`src/rtl/shot_scheduler_if.sv`:
```
// Shot scheduler bus: frame tick, fire key, slot status in; launch pulses and status out.
interface shot_scheduler_if #(
    parameter int unsigned NUM_SHOTS = 8
);
    localparam int unsigned CNT_W = $clog2(NUM_SHOTS) + 1;

    logic                 startOfFrame;
    logic                 shoot;
    logic                 player_active;
    logic [NUM_SHOTS-1:0] shots_active;
    logic [NUM_SHOTS-1:0] deploy_shot;
    logic                 busy;
    logic [CNT_W-1:0]     free_count;

    // Environment side: drives the fire controls and observes launches.
    modport master (
        output startOfFrame, shoot, player_active, shots_active,
        input  deploy_shot, busy, free_count
    );

    // Scheduler side.
    modport slave (
        input  startOfFrame, shoot, player_active, shots_active,
        output deploy_shot, busy, free_count
    );
endinterface

```
`src/rtl/shot_scheduler.sv`:
```
// Shot scheduler: turns a fire-key press into a one-clock launch pulse to a free
// shot slot (round-robin), then enforces a cooldown measured in video frames.
module shot_scheduler #(
    parameter int unsigned NUM_SHOTS       = 8,
    parameter int unsigned COOLDOWN_FRAMES = 8
) (
    input  logic               clk,
    input  logic               resetN,
    shot_scheduler_if.slave    bus
);
    localparam int unsigned PTR_W = $clog2(NUM_SHOTS);
    localparam int unsigned CNT_W = $clog2(NUM_SHOTS) + 1;
    localparam int unsigned FRM_W = 8;

    typedef enum logic [1:0] {IDLE, WAIT_SLOT, FIRE, COOLDOWN} state_t;

    state_t               state, state_nxt;
    logic                 shoot_d;
    logic [NUM_SHOTS-1:0] reserved, reserved_nxt;
    logic [PTR_W-1:0]     ptr, ptr_nxt;
    logic [PTR_W-1:0]     sel, sel_nxt;
    logic [FRM_W-1:0]     frame_cnt, frame_cnt_nxt;
    logic [NUM_SHOTS-1:0] deploy_q, deploy_nxt;
    logic                 busy_q, busy_nxt;
    logic [CNT_W-1:0]     free_count_q;

    logic                 press_c;
    logic [NUM_SHOTS-1:0] free_c;
    logic [PTR_W-1:0]     rr_sel_c;
    logic [PTR_W-1:0]     rr_idx_c;
    logic                 rr_found_c;
    logic [CNT_W-1:0]     free_pop_c;

    assign press_c = bus.shoot & ~shoot_d;
    assign free_c  = ~bus.shots_active & ~reserved;

    // First free slot at or after ptr, wrapping around the pool.
    always_comb begin
        rr_found_c = 1'b0;
        rr_sel_c   = ptr;
        rr_idx_c   = '0;
        for (int unsigned k = 0; k < NUM_SHOTS; k++) begin
            rr_idx_c = ptr + PTR_W'(k);
            if (!rr_found_c && free_c[rr_idx_c]) begin
                rr_sel_c   = rr_idx_c;
                rr_found_c = 1'b1;
            end
        end
    end

    // Number of currently free slots.
    always_comb begin
        free_pop_c = '0;
        for (int unsigned k = 0; k < NUM_SHOTS; k++) begin
            free_pop_c = free_pop_c + CNT_W'(free_c[k]);
        end
    end

    // Next-state and registered-output logic; a launch reservation beats a same-cycle clear.
    always_comb begin
        state_nxt     = state;
        sel_nxt       = sel;
        ptr_nxt       = ptr;
        frame_cnt_nxt = frame_cnt;
        deploy_nxt    = '0;
        reserved_nxt  = reserved & ~bus.shots_active & ~{NUM_SHOTS{bus.startOfFrame}};
        case (state)
            IDLE: begin
                if (press_c && bus.player_active) begin
                    state_nxt = WAIT_SLOT;
                end
            end
            WAIT_SLOT: begin
                if (!bus.player_active) begin
                    state_nxt = IDLE;
                end else if (rr_found_c) begin
                    state_nxt = FIRE;
                    sel_nxt   = rr_sel_c;
                end
            end
            FIRE: begin
                deploy_nxt         = NUM_SHOTS'(1) << sel;
                reserved_nxt[sel]  = 1'b1;
                ptr_nxt            = sel + PTR_W'(1);
                if (COOLDOWN_FRAMES == 32'd0) begin
                    state_nxt = IDLE;
                end else begin
                    state_nxt     = COOLDOWN;
                    frame_cnt_nxt = FRM_W'(COOLDOWN_FRAMES);
                end
            end
            COOLDOWN: begin
                if (frame_cnt == '0) begin
                    state_nxt = IDLE;
                end else if (bus.startOfFrame) begin
                    frame_cnt_nxt = frame_cnt - FRM_W'(1);
                    if (frame_cnt == FRM_W'(1)) begin
                        state_nxt = IDLE;
                    end
                end
            end
            default: state_nxt = IDLE;
        endcase
        busy_nxt = (state_nxt != IDLE);
    end

    // State and output registers.
    always_ff @(posedge clk or negedge resetN) begin
        if (!resetN) begin
            state        <= IDLE;
            shoot_d      <= 1'b0;
            reserved     <= '0;
            ptr          <= '0;
            sel          <= '0;
            frame_cnt    <= '0;
            deploy_q     <= '0;
            busy_q       <= 1'b0;
            free_count_q <= CNT_W'(NUM_SHOTS);
        end else begin
            state        <= state_nxt;
            shoot_d      <= bus.shoot;
            reserved     <= reserved_nxt;
            ptr          <= ptr_nxt;
            sel          <= sel_nxt;
            frame_cnt    <= frame_cnt_nxt;
            deploy_q     <= deploy_nxt;
            busy_q       <= busy_nxt;
            free_count_q <= free_pop_c;
        end
    end

    assign bus.deploy_shot = deploy_q;
    assign bus.busy        = busy_q;
    assign bus.free_count  = free_count_q;
endmodule

```
`src/flat_wrapper.sv`:
```
// flat-port wrapper written by rule: the top's interface ports become plain ports
module shot_scheduler_flat 
#(
    parameter int unsigned NUM_SHOTS       = 8,
    parameter int unsigned COOLDOWN_FRAMES = 8
)
  (clk, resetN, bus_startOfFrame, bus_shoot, bus_player_active, bus_shots_active, bus_deploy_shot, bus_busy, bus_free_count);
  shot_scheduler_if #(.NUM_SHOTS(NUM_SHOTS)) bus_i ();
  input  logic clk;
  input  logic resetN;
  input wire logic [$bits(bus_i.startOfFrame)-1:0] bus_startOfFrame;
  input wire logic [$bits(bus_i.shoot)-1:0] bus_shoot;
  input wire logic [$bits(bus_i.player_active)-1:0] bus_player_active;
  input wire logic [$bits(bus_i.shots_active)-1:0] bus_shots_active;
  output wire logic [$bits(bus_i.deploy_shot)-1:0] bus_deploy_shot;
  output wire logic [$bits(bus_i.busy)-1:0] bus_busy;
  output wire logic [$bits(bus_i.free_count)-1:0] bus_free_count;
  assign bus_i.startOfFrame = bus_startOfFrame;
  assign bus_i.shoot = bus_shoot;
  assign bus_i.player_active = bus_player_active;
  assign bus_i.shots_active = bus_shots_active;
  assign bus_deploy_shot = bus_i.deploy_shot;
  assign bus_busy = bus_i.busy;
  assign bus_free_count = bus_i.free_count;
  shot_scheduler #(.NUM_SHOTS(NUM_SHOTS), .COOLDOWN_FRAMES(COOLDOWN_FRAMES)) u_core (.clk(clk), .resetN(resetN), .bus(bus_i));
endmodule
```
`config.mk`:
```
export PLATFORM = sky130hd
export DESIGN_NAME = shot_scheduler_flat
export DESIGN_NICKNAME = d
export VERILOG_FILES = /design/src/rtl/shot_scheduler_if.sv /design/src/rtl/shot_scheduler.sv /design/src/flat_wrapper.sv
export SDC_FILE = /design/constraint.sdc
export NUM_CORES = 1
export LEC_CHECK = 0
export ABC_CLOCK_PERIOD_IN_PS = 3900
export BUFFER_PORTS_ARGS = -buffer_cell sky130_fd_sc_hd__buf_4
export CAP_MARGIN = 20
export CORE_MARGIN = 4
export CORE_UTILIZATION = 25
export CTS_CLUSTER_SIZE = 16
export DETAILED_ROUTE_END_ITERATION = 16
export MAX_ROUTING_LAYER = met4
export PLACE_DENSITY = 0.46
export SLEW_MARGIN = 20
export SYNTH_ARGS = -nofsm -noshare
export SYNTH_HDL_FRONTEND = slang
export SYNTH_SLANG_ARGS = --single-unit
export TNS_END_PERCENT = 1
```
`constraint.sdc`:
```
create_clock -name clk -period 3.9 [get_ports clk]
set_clock_uncertainty 0.1 [all_clocks]
set_input_delay 0.39 -clock clk [delete_from_list [all_inputs] [get_ports clk]]
set_output_delay 0.39 -clock clk [all_outputs]
set_load 0.01 [all_outputs]
```
==> results.md, run 1 <==
- Outcome: completed
- Synthesis Warnings: 0
- Area share of the largest cell type after synthesis: 33.23%
- Routed WL: 6828 um
- Bufs and invs on worst path: 1
- Drt pass-1 iters: 4
- Min cycle time layout: 3.042 ns
- Clk Latency, worst-skew pair: 0.29 ns
- Worst-path maximum fanout: 6
- Clk sinks: 38
- Startpoint Class: flip-flop
- Initial antenna violation count: 0
- Logic pwr share: 64.2%
- GRT Overall Usage: 11.47%
- CP peak stage delay: 0.44 ns
- Die area: 12900 um2
- Finished Layout Cells: 443
- Synth area leaders: dfrtp_1, mux4_2, ha_1
- RSZ-0062 raised after global routing: false
- Post-synth EDFFs: 0
- Clk buf depth: 2
- Worst Path Arrival: 3.18 ns
- Sw Share: 47.06%
- Largest net degree at the start of global routing: 39
- Crit path kind: reg -> reg
- CTS root buffer: clkbuf_8
- CTS resizes: 0
- Tot Pwr: 0.002732 W
- Post-synthesis sequential area ratio: 34.17%
- Worst path cell trace: nor2_1 -> xnor2_1 -> xnor2_1 -> ha_1 -> xnor2_1 -> ha_1 -> ha_1 -> a21oi_1 -> fa_1 -> inv_1
- Remaining DRCs: 0
- Cell count after placement: 434
- Final Setup Violations: 0
- Max Clock Freq: 328.7 MHz
- CTS tree: done
- CTS buffer count: 5
- Hold slack: 0.1213 ns
- CP delay by family, top: adder cells
- Critical-path top delay cell: fa_1
- Layout cells sized above 1: 22.44%
- Clock-pin slew on the worst setup and hold paths: 0.08 ns
- Max Slew Vio Count: 0
- H-tree levels: 2
- Grt ovf: 0
- Gpl congestion: 0.8587
- Vias in the first global route: 2132
- Mapped Avg Cell Area: 10.06 um2
- Reg power frac: 25.3%
- Fin nets: 331
- Main synth FF type: dfrtp_1
- Flops & latches, synth: 38
- Synthesized area: 2786 um2
- Fin. Hold Viols: 0
- Syn Nets: 306
- # port buffers: 25
- R2R setup slack: 0.86 ns
- Via Count: 2176
- Switching pwr: 0.001286 W
- Total core area: 10890 um2
- DP Wirelength: 5158 um
- CP Capture Type: flip-flop
- Unique masters post-synth: 61
- Site row count: 38
- Fillers: 1166
- DRT iter0 DRCs: 154
- Worst VDD drop: 0.2383 mV
- Vias per cell: 4.912
- Worst min path class: in -> reg
- Routed Antenna Nets: 0
- Critical Path RT: 4.04 ns
- Clock power frac: 10.5%
- First-pass GRT wire length: 11500 um
- Design internal power: 0.001447 W
- Antenna diodes: 0
- Setup TNS Final: 0 ns
- Initial Util: 25.59%
- Area Growth Syn to Fin: 14.95%
- Total of max-cap violations: 0
- Synth area leader: dfrtp_1
- Pwr dens: 853.0 nW/um2
- Rel. slew slack: 45.70%
- Die width: 113.6 um
- Worst-margin pin slew: 0.8145 ns
- LEAKAGE: 1.405 nW
- Wire length per cell: 15.41 um
- Final cycle utilization of the critical path: 78.00%
- Cells after Synth: 277
- IO Pins: 26
- Post-synth ARST share: 100.0%
- Die height: 113.6 um
[worst paths after layout]
path | start | to | cells after the start
worst max-delay path | u_core.reserved[0]$_DFF_PN0_ | u_core.bus.free_count[1]$_DFF_PN0_ | 10
worst min-delay path | bus_shoot | u_core.shoot_d$_DFF_PN0_ | 1
worst max register to register | u_core.reserved[0]$_DFF_PN0_ | u_core.bus.free_count[1]$_DFF_PN0_ | 10
worst min register to register | u_core.reserved[4]$_DFF_PN0_ | u_core.reserved[4]$_DFF_PN0_ | 1
max in group asynchronous | resetN | u_core.frame_cnt[0]$_DFFE_PN0P_ | 2
min in group asynchronous | resetN | u_core.bus.free_count[2]$_DFF_PN0_ | 2
[flip-flops by register name, summed over array words and instances, names as in the netlist]
| name | count |
|---|---|
| u_core.frame_cnt | 8 |
| u_core.shoot_d | 1 |
| u_core.sel | 3 |
| u_core.bus.free_count | 4 |
| u_core.bus.busy | 1 |
| u_core.ptr | 3 |
| u_core.state | 2 |
| u_core.bus.deploy_shot | 8 |
| u_core.reserved | 8 |
[timing repair]
action	4_1_cts	5_1_grt
hold endpoints to repair	29	0
setup buffers	0	0
hold buffers	1	0
[per-layer routing]
layer | vias up | GRT usage (%) | part of all wire, %
met3 | 12 | 2.812 | 4.3
li1 | 1050 | - | -
met5 | - | - | 0
met1 | 1069 | 16.42 | 51
met2 | 45 | 16.61 | 43
met4 | 0 | 2.163 | 1.5
[power by group through the flow]
stage	Clock, W	Sequential [W]	Combinational (W)
final	0.000287	0.000691	0.00175
after global routing	0.000324	0.000717	0.00194
after CTS	0.000298	0.000695	0.00176
after detailed placement	0	0.000698	0.00175
after global placement	0	0.000700	0.00175
after floorplan	0	0.000628	0.00141
[synth_stat cells, types with 3 or more instances]
cell,n
o21a_1,5
xnor2_1,8
mux4_2,10
mux2i_1,7
nor2b_1,6
nand2b_1,3
inv_2,4
inv_1,10
mux2i_4,3
or2_2,3
clkbuf_1,5
or2_1,6
o21ai_0,8
nand3_1,5
nand2_1,20
nand3b_1,4
and3_1,7
mux2_2,3
and2_1,3
a32o_1,3
nor2_1,31
a22o_1,5
nor3_1,9
dfrtp_1,37
a21oi_1,8
xor2_1,4
a21o_1,3
o31ai_1,4
ha_1,15
[through the flow]
stage / area, um2 / setup slack [ns] / utilization, %
after floorplan: 2786 / 1.111 / -
after global placement: 3103 / 0.8168 / 28.50
after detailed placement: 3103 / 0.7562 / 28.50
after CTS: 3203 / 0.8870 / 29.42
after global routing: 3203 / 0.6773 / 29.42
final: 3203 / 0.8580 / 29.42
[cell families after synthesis]
family	after synthesis	synth area share, %
compound gates	56	14.77
xor+xnor	14	4.939
fa+ha+maj	16	7.454
buf+inv	24	4.086
flops	38	34.17
mux	24	15.18
simple gates	105	19.40
[cell usage in the layout, fill, tap and decap left out, types with 3 or more instances in the layout]
| cell type | instances |
|---|---|
| ha_1 | 15 |
| nor3_1 | 9 |
| inv_1 | 10 |
| and3_1 | 7 |
| xor2_1 | 4 |
| nor2b_1 | 6 |
| or2_1 | 6 |
| o31ai_1 | 4 |
| xnor2_1 | 8 |
| or2_2 | 3 |
| buf_4 | 27 |
| dfrtp_1 | 37 |
| clkbuf_8 | 6 |
| nand2b_1 | 3 |
| nand3b_1 | 4 |
| mux2i_4 | 3 |
| a32o_1 | 3 |
| mux4_2 | 10 |
| mux2i_1 | 7 |
| o21ai_0 | 8 |
| nor2_1 | 31 |
| mux2_2 | 3 |
| nand2_1 | 20 |
| a21oi_1 | 8 |
| nand3_1 | 5 |
| a21o_1 | 3 |
| and2_1 | 3 |
| inv_2 | 4 |
| o21a_1 | 5 |
| a22o_1 | 5 |
[final cells by class]
class | count | area, um2 | area share (%)
Clock buffer | 8 | 90.09 | 2.813
Inverter | 14 | 52.55 | 1.641
Multi-Input combinational cell | 215 | 1720 | 53.71
Sequential cell | 38 | 952.2 | 29.73
Tap cell | 140 | 175.2 | 5.469
Timing Repair Buffer | 28 | 212.7 | 6.641
No activity file was read; power rests on OpenSTA's default activity.
==> run 2, diff against run 1 <==
- ABC_CLOCK_PERIOD_IN_PS: 3900 -> 3000
- clock period: 3.9 -> 3 ns (I/O delays scaled with it)
==> run 2 against run 1 <==
Net effect: register-to-register slack got worse by 0.67 ns; critical path depth did not move; sequential power rose by 23%; critical path type unchanged; sequential cell count did not move.
==> results.md, run 2 (synthesis gave the netlist of run 1 again) <==
- Finished Layout Cells: 452 (+2.0%)
- Hold slack: 0.02131 ns (-0.09999 ns)
- Area Growth Syn to Fin: 19.58%
- Setup TNS Final: 0 ns (unchanged)
- Largest net degree at the start of global routing: 39 (unchanged)
- Clk sinks: 38 (unchanged)
- Antenna diodes: 0 (unchanged)
- Die area: 12900 um2 (unchanged)
- H-tree levels: 2 (unchanged)
- Worst-margin pin slew: 0.5279 ns (-0.2866 ns)
- Most frequent cells in the layout: dfrtp_1, buf_4, nor2_1
- Startpoint Class: flip-flop
- Rel. slew slack: 64.80% (+19 points)
- Commonest non-fill, non-tap cell in the layout: dfrtp_1
- Tot Pwr: 0.003809 W (+39%)
- Die height: 113.6 um (unchanged)
- Clk buf depth: 2 (unchanged)
- First-pass GRT wire length: 11790 um (+2.5%)
- Pwr dens: 1143 nW/um2 (+34%)
- Worst path cell trace: nor2_2 -> xnor2_1 -> xnor2_1 -> ha_1 -> xnor2_1 -> ha_1 -> ha_1 -> a21oi_2 -> fa_1 -> inv_1
- Total core area: 10890 um2 (unchanged)
- Via Count: 2136 (-1.8%)
- DRT iter0 DRCs: 70 (-55%)
- Worst VDD drop: 0.3645 mV (+53%)
- Fillers: 1154 (-1.0%)
- Routed WL: 6643 um (-2.7%)
- Final Setup Violations: 0 (unchanged)
- CP peak stage delay: 0.42 ns (-0.02 ns)
- Routed Antenna Nets: 0 (unchanged)
- Fin nets: 340 (+2.7%)
- CTS buffer count: 5 (unchanged)
- Worst-path maximum fanout: 5 (-1)
- CTS root buffer: clkbuf_8
- Remaining DRCs: 0 (unchanged)
- Gpl congestion: 0.8014 (-6.7%)
- Fin. Hold Viols: 0 (unchanged)
- Critical-path top delay cell: fa_1
- CP Capture Type: flip-flop
- DP Wirelength: 5214 um (+1.1%)
- Vias in the first global route: 2270 (+6.5%)
- # Post-CTS Setup Buffers: 0 (unchanged)
- IO Pins: 26 (unchanged)
- Layout cells sized above 1: 26.28% (+3.8 points)
- Cell count after placement: 443 (+2.1%)
- Wire length per cell: 14.70 um (-4.6%)
- RSZ-0062 raised after global routing: false
- Worst min path class: in -> reg
- Worst Path Arrival: 2.96 ns (-0.22 ns)
- Crit path kind: reg -> reg
- Drt pass-1 iters: 4 (unchanged)
- Initial Util: 25.59% (unchanged)
- CTS tree: done
- Min cycle time layout: 2.817 ns (-0.2251 ns)
- Clock-pin slew on the worst setup and hold paths: 0.08 ns (about the same)
- Final cycle utilization of the critical path: 93.89% (+16 points)
- Grt ovf: 0 (unchanged)
- GRT Overall Usage: 11.73% (+0.26 points)
- Clk Latency, worst-skew pair: 0.30 ns (about the same)
- Outcome: completed
- LEAKAGE: 1.476 nW (+5.0%)
- Vias per cell: 4.726 (-3.8%)
- Max Clock Freq: 355.0 MHz (+8.0%)
- Die width: 113.6 um (unchanged)
- Initial antenna violation count: 0 (unchanged)
- Critical Path RT: 3.14 ns (-0.90 ns)
- Site row count: 38 (unchanged)
- # port buffers: 25 (unchanged)
- Total of max-cap violations: 0 (unchanged)
- Max Slew Vio Count: 0 (unchanged)
[run 2: path summary, 6_finish.rpt]
| check | startpoint | endpoint | slack [ns] | cells past startpoint |
|---|---|---|---|---|
| max reg2reg | u_core.reserved[1]$_DFF_PN0_ | u_core.bus.free_count[1]$_DFF_PN0_ | 0.18 | 10 |
| max in group asynchronous | resetN | u_core.sel[1]$_DFFE_PN0P_ | 2.04 | 2 |
| max | u_core.reserved[1]$_DFF_PN0_ | u_core.bus.free_count[1]$_DFF_PN0_ | 0.18 | 10 |
| min | bus_shoot | u_core.shoot_d$_DFF_PN0_ | 0.02 | 1 |
| min in group asynchronous | resetN | u_core.bus.free_count[1]$_DFF_PN0_ | 0.39 | 2 |
| min reg2reg | u_core.reserved[4]$_DFF_PN0_ | u_core.reserved[4]$_DFF_PN0_ | 0.39 | 1 |
[run 2: area by class of cell]
class                   instances  area [um2]  share of cell area (%)
inverters                      14       52.55                   1.577
multi-input cells             215        1729                   51.90
clock buffers                   6       82.58                   2.478
clock inverters                 2       60.06                   1.802
well taps                     140       175.2                   5.257
repair buffers                 37       280.3                   8.412
flip-flops and latches         38       952.2                   28.58
[run 2: per-layer routing]
layer | vias up | share of wire (%) | track usage (%)
li1 | 1065 | - | -
met1 | 1040 | 51 | 16.20
met2 | 26 | 46 | 17.94
met3 | 5 | 2.8 | 2.546
met4 | 0 | 0.41 | 2.163
met5 | - | 0 | -
[run 2: critical path: cells and delay by family, from the launching register on]
family | cells | cell delay (ns)
AOI/OAI and AO/OA | 1 | 0.18
buffers and inverters | 1 | 0.06
xor gates and xnor gates | 3 | 0.43
adders and majority gates | 4 | 1.37
DFF | 1 | 0.41
and+or+nand+nor | 1 | 0.21
[run 2: power by group]
| part | leakage (nW) | switching [W] | internal, W |
|---|---|---|---|
| combinational | 0.917 | 0.00131 | 0.00111 |
| sequential | 0.487 | 0.000173 | 0.000675 |
| clock | 0.0714 | 0.000194 | 0.000355 |
[run 2: repair_timing]
action / CTS / global route
resized for setup: 0 / 3
hold endpoints to repair: 37 / 0
hold buffers: 1 / 0
endpoints found under the setup margin: 0 / 2
[run 2: metrics by stage]
stage / worst slack [ns] / util (%) / area [um2]
3_5_place_dp: -0.01477 / 29.12 / 3171
4_1_cts: 0.02465 / 30.52 / 3323
3_3_place_gp: 0.07307 / 29.12 / 3171
6_report: 0.1832 / 30.60 / 3332
5_1_grt: 0.009559 / 30.60 / 3332
2_1_floorplan: 0.2460 / - / 2786
==> run 3, diff against run 2 <==
- CORE_UTILIZATION: 25 -> 40
- PLACE_DENSITY: 0.46 -> 0.63
- REMOVE_ABC_BUFFERS: unset -> 1
==> run 3 against run 2 <==
Net effect: fmax fell by 0.42%; via count rose by 4.4%; count of clock-buffer cells in the layout is the same; sequential cell count unchanged; core utilization up 17 points.
==> results.md, run 3 (synthesis gave the netlist of run 1 again) <==
- Worst min path class: in -> reg
- Layout cells sized above 1: 25.72% (-0.56 points)
- Worst Path Arrival: 2.96 ns (about the same)
- Largest net degree at the start of global routing: 39 (unchanged)
- Worst-path maximum fanout: 5 (unchanged)
- Gpl congestion: 0.9168 (+14%)
- Fin nets: 339 (-0.29%)
- Setup TNS Final: 0 ns (unchanged)
- Vias in the first global route: 2282 (+0.53%)
- Fin. Hold Viols: 0 (unchanged)
- CTS root buffer: clkbuf_8
- Initial Util: 41.01% (+15 points)
- Switching pwr: 0.001657 W (-0.97%)
- GRT Overall Usage: 16.97% (+5.2 points)
- CP Capture Type: flip-flop
- Total of max-cap violations: 0 (unchanged)
- Clock power frac: 10.4% (-4.0 points)
- Logic pwr share: 66.1% (+2.8 points)
- Routed Antenna Nets: 0 (unchanged)
- Sw Share: 45.80% (+1.9 points)
- Worst VDD drop: 0.4032 mV (+11%)
- Min cycle time layout: 2.829 ns (+0.01186 ns)
- Drt pass-1 iters: 4 (unchanged)
- Design internal power: 0.001961 W (-8.2%)
- Max Clock Freq: 353.5 MHz (-0.42%)
- Grt ovf: 0 (unchanged)
- RSZ-0062 raised after global routing: false
- DP Wirelength: 4873 um (-6.5%)
- # port buffers: 25 (unchanged)
- Startpoint Class: flip-flop
- Most frequent cells in the layout: dfrtp_1, buf_4, nor2_1
- Final Setup Violations: 0 (unchanged)
- Die height: 91.46 um (-19%)
- Commonest non-fill, non-tap cell in the layout: dfrtp_1
- First-pass GRT wire length: 11390 um (-3.4%)
- H-tree levels: 2 (unchanged)
- Fillers: 644 (-44%)
- Total core area: 6794 um2 (-38%)
- CTS buffer count: 5 (unchanged)
- Rel. slew slack: 62.59% (-2.2 points)
- Area Growth Syn to Fin: 15.67%
- Clk buf depth: 2 (unchanged)
- Die area: 8365 um2 (-35%)
- LEAKAGE: 1.447 nW (-1.9%)
- Remaining DRCs: 0 (unchanged)
- Initial antenna violation count: 0 (unchanged)
- Final cycle utilization of the critical path: 94.29% (+0.40 points)
- Antenna diodes: 0 (unchanged)
- IO Pins: 26 (unchanged)
- Die width: 91.46 um (-19%)
- Vias per cell: 5.477 (+16%)
- Pwr dens: 1123 nW/um2 (-1.8%)
- Tot Pwr: 0.003618 W (-5.0%)
- Clk Latency, worst-skew pair: 0.29 ns (about the same)
- Worst-margin pin slew: 0.5612 ns (+0.03329 ns)
- Area of the multi-input gates: 1730 um2 (about the same)
- Clock-pin slew on the worst setup and hold paths: 0.08 ns (about the same)
- Routed WL: 6357 um (-4.3%)
- Max Slew Vio Count: 0 (unchanged)
- Critical Path RT: 3.13 ns (about the same)
- Wire length per cell: 15.62 um (+6.3%)
- Via Count: 2229 (+4.4%)
- FF+latch area: 952.2 um2 (unchanged)
- Reg power frac: 23.4% (+1.1 points)
- Outcome: completed
- CTS tree: done
- DRT iter0 DRCs: 129 (+84%)
- Crit path kind: reg -> reg
- Site row count: 30 (-21%)
- Clk sinks: 38 (unchanged)
## run 3: worst paths after layout
path	from	to	slack, ns	cells after the start
setup / recovery	u_core.reserved[1]$_DFF_PN0_	u_core.bus.free_count[1]$_DFF_PN0_	0.17	10
hold / removal	bus_shoot	u_core.shoot_d$_DFF_PN0_	0.03	1
max in group asynchronous	resetN	u_core.bus.free_count[3]$_DFF_PN1_	2.02	2
min in group asynchronous	resetN	u_core.frame_cnt[7]$_DFFE_PN0P_	0.40	2
setup reg to reg	u_core.reserved[1]$_DFF_PN0_	u_core.bus.free_count[1]$_DFF_PN0_	0.17	10
hold reg to reg	u_core.reserved[6]$_DFF_PN0_	u_core.reserved[6]$_DFF_PN0_	0.40	1
## run 3: metrics by stage
step	cells	instance area, um2	util [%]	setup slack, ns	hold WS, ns
after detailed placement	398	3108	45.75	-0.02881	0.2009
final	407	3223	47.44	0.1713	0.02599
after floorplan	267	2725	-	0.07663	-0.09559
after CTS	407	3213	47.29	0.007055	0.01956
after global placement	398	3108	45.75	0.09556	0.1962
after global routing	407	3223	47.44	0.004271	0.01394
## run 3: layout make-up
type / instances / share of cell area (%)
Multi-Input combinational cell: 215 / 53.69
Sequential cell: 38 / 29.54
Timing Repair Buffer: 36 / 8.463
Tap cell: 96 / 3.727
Clock buffer: 6 / 2.562
Inverter: 14 / 1.630
Clock inverter: 2 / 0.3882
## run 3: worst max-delay path, stage by stage (launching register included)
cell and delay, ns:
dfrtp_1 0.43, nor2_4 0.17, xnor2_1 0.17, xnor2_1 0.10, ha_1 0.33, xnor2_1 0.14, ha_1 0.29, ha_1 0.32
a21oi_1 0.22, fa_1 0.45, inv_1 0.06
## run 3: layer usage
layer / track usage (%) / vias up / share of wire [%]
met4: 3.015 / 0 / 1.2
met1: 22.99 / 1105 / 48
met5: - / - / 0
li1: - / 1066 / -
met2: 26.66 / 47 / 48
met3: 3.397 / 11 / 3.5
## run 3: power by group through the flow
stage	Clock [W]	Sequential [W]	Combinational, W
final	0.000377	0.000848	0.00239
after global routing	0.000409	0.000879	0.00266
after CTS	0.000388	0.000849	0.00239
after detailed placement	0	0.000855	0.00238
after global placement	0	0.000856	0.00235
after floorplan	0	0.000886	0.00170
## run 3: repair_timing
action | in CTS | in global routing
endpoints found under the hold margin | 37 | 0
buffers inserted | 0 | 0
hold buffers | 1 | 0
setup endpoints to repair | 0 | 2
resized for setup | 0 | 3
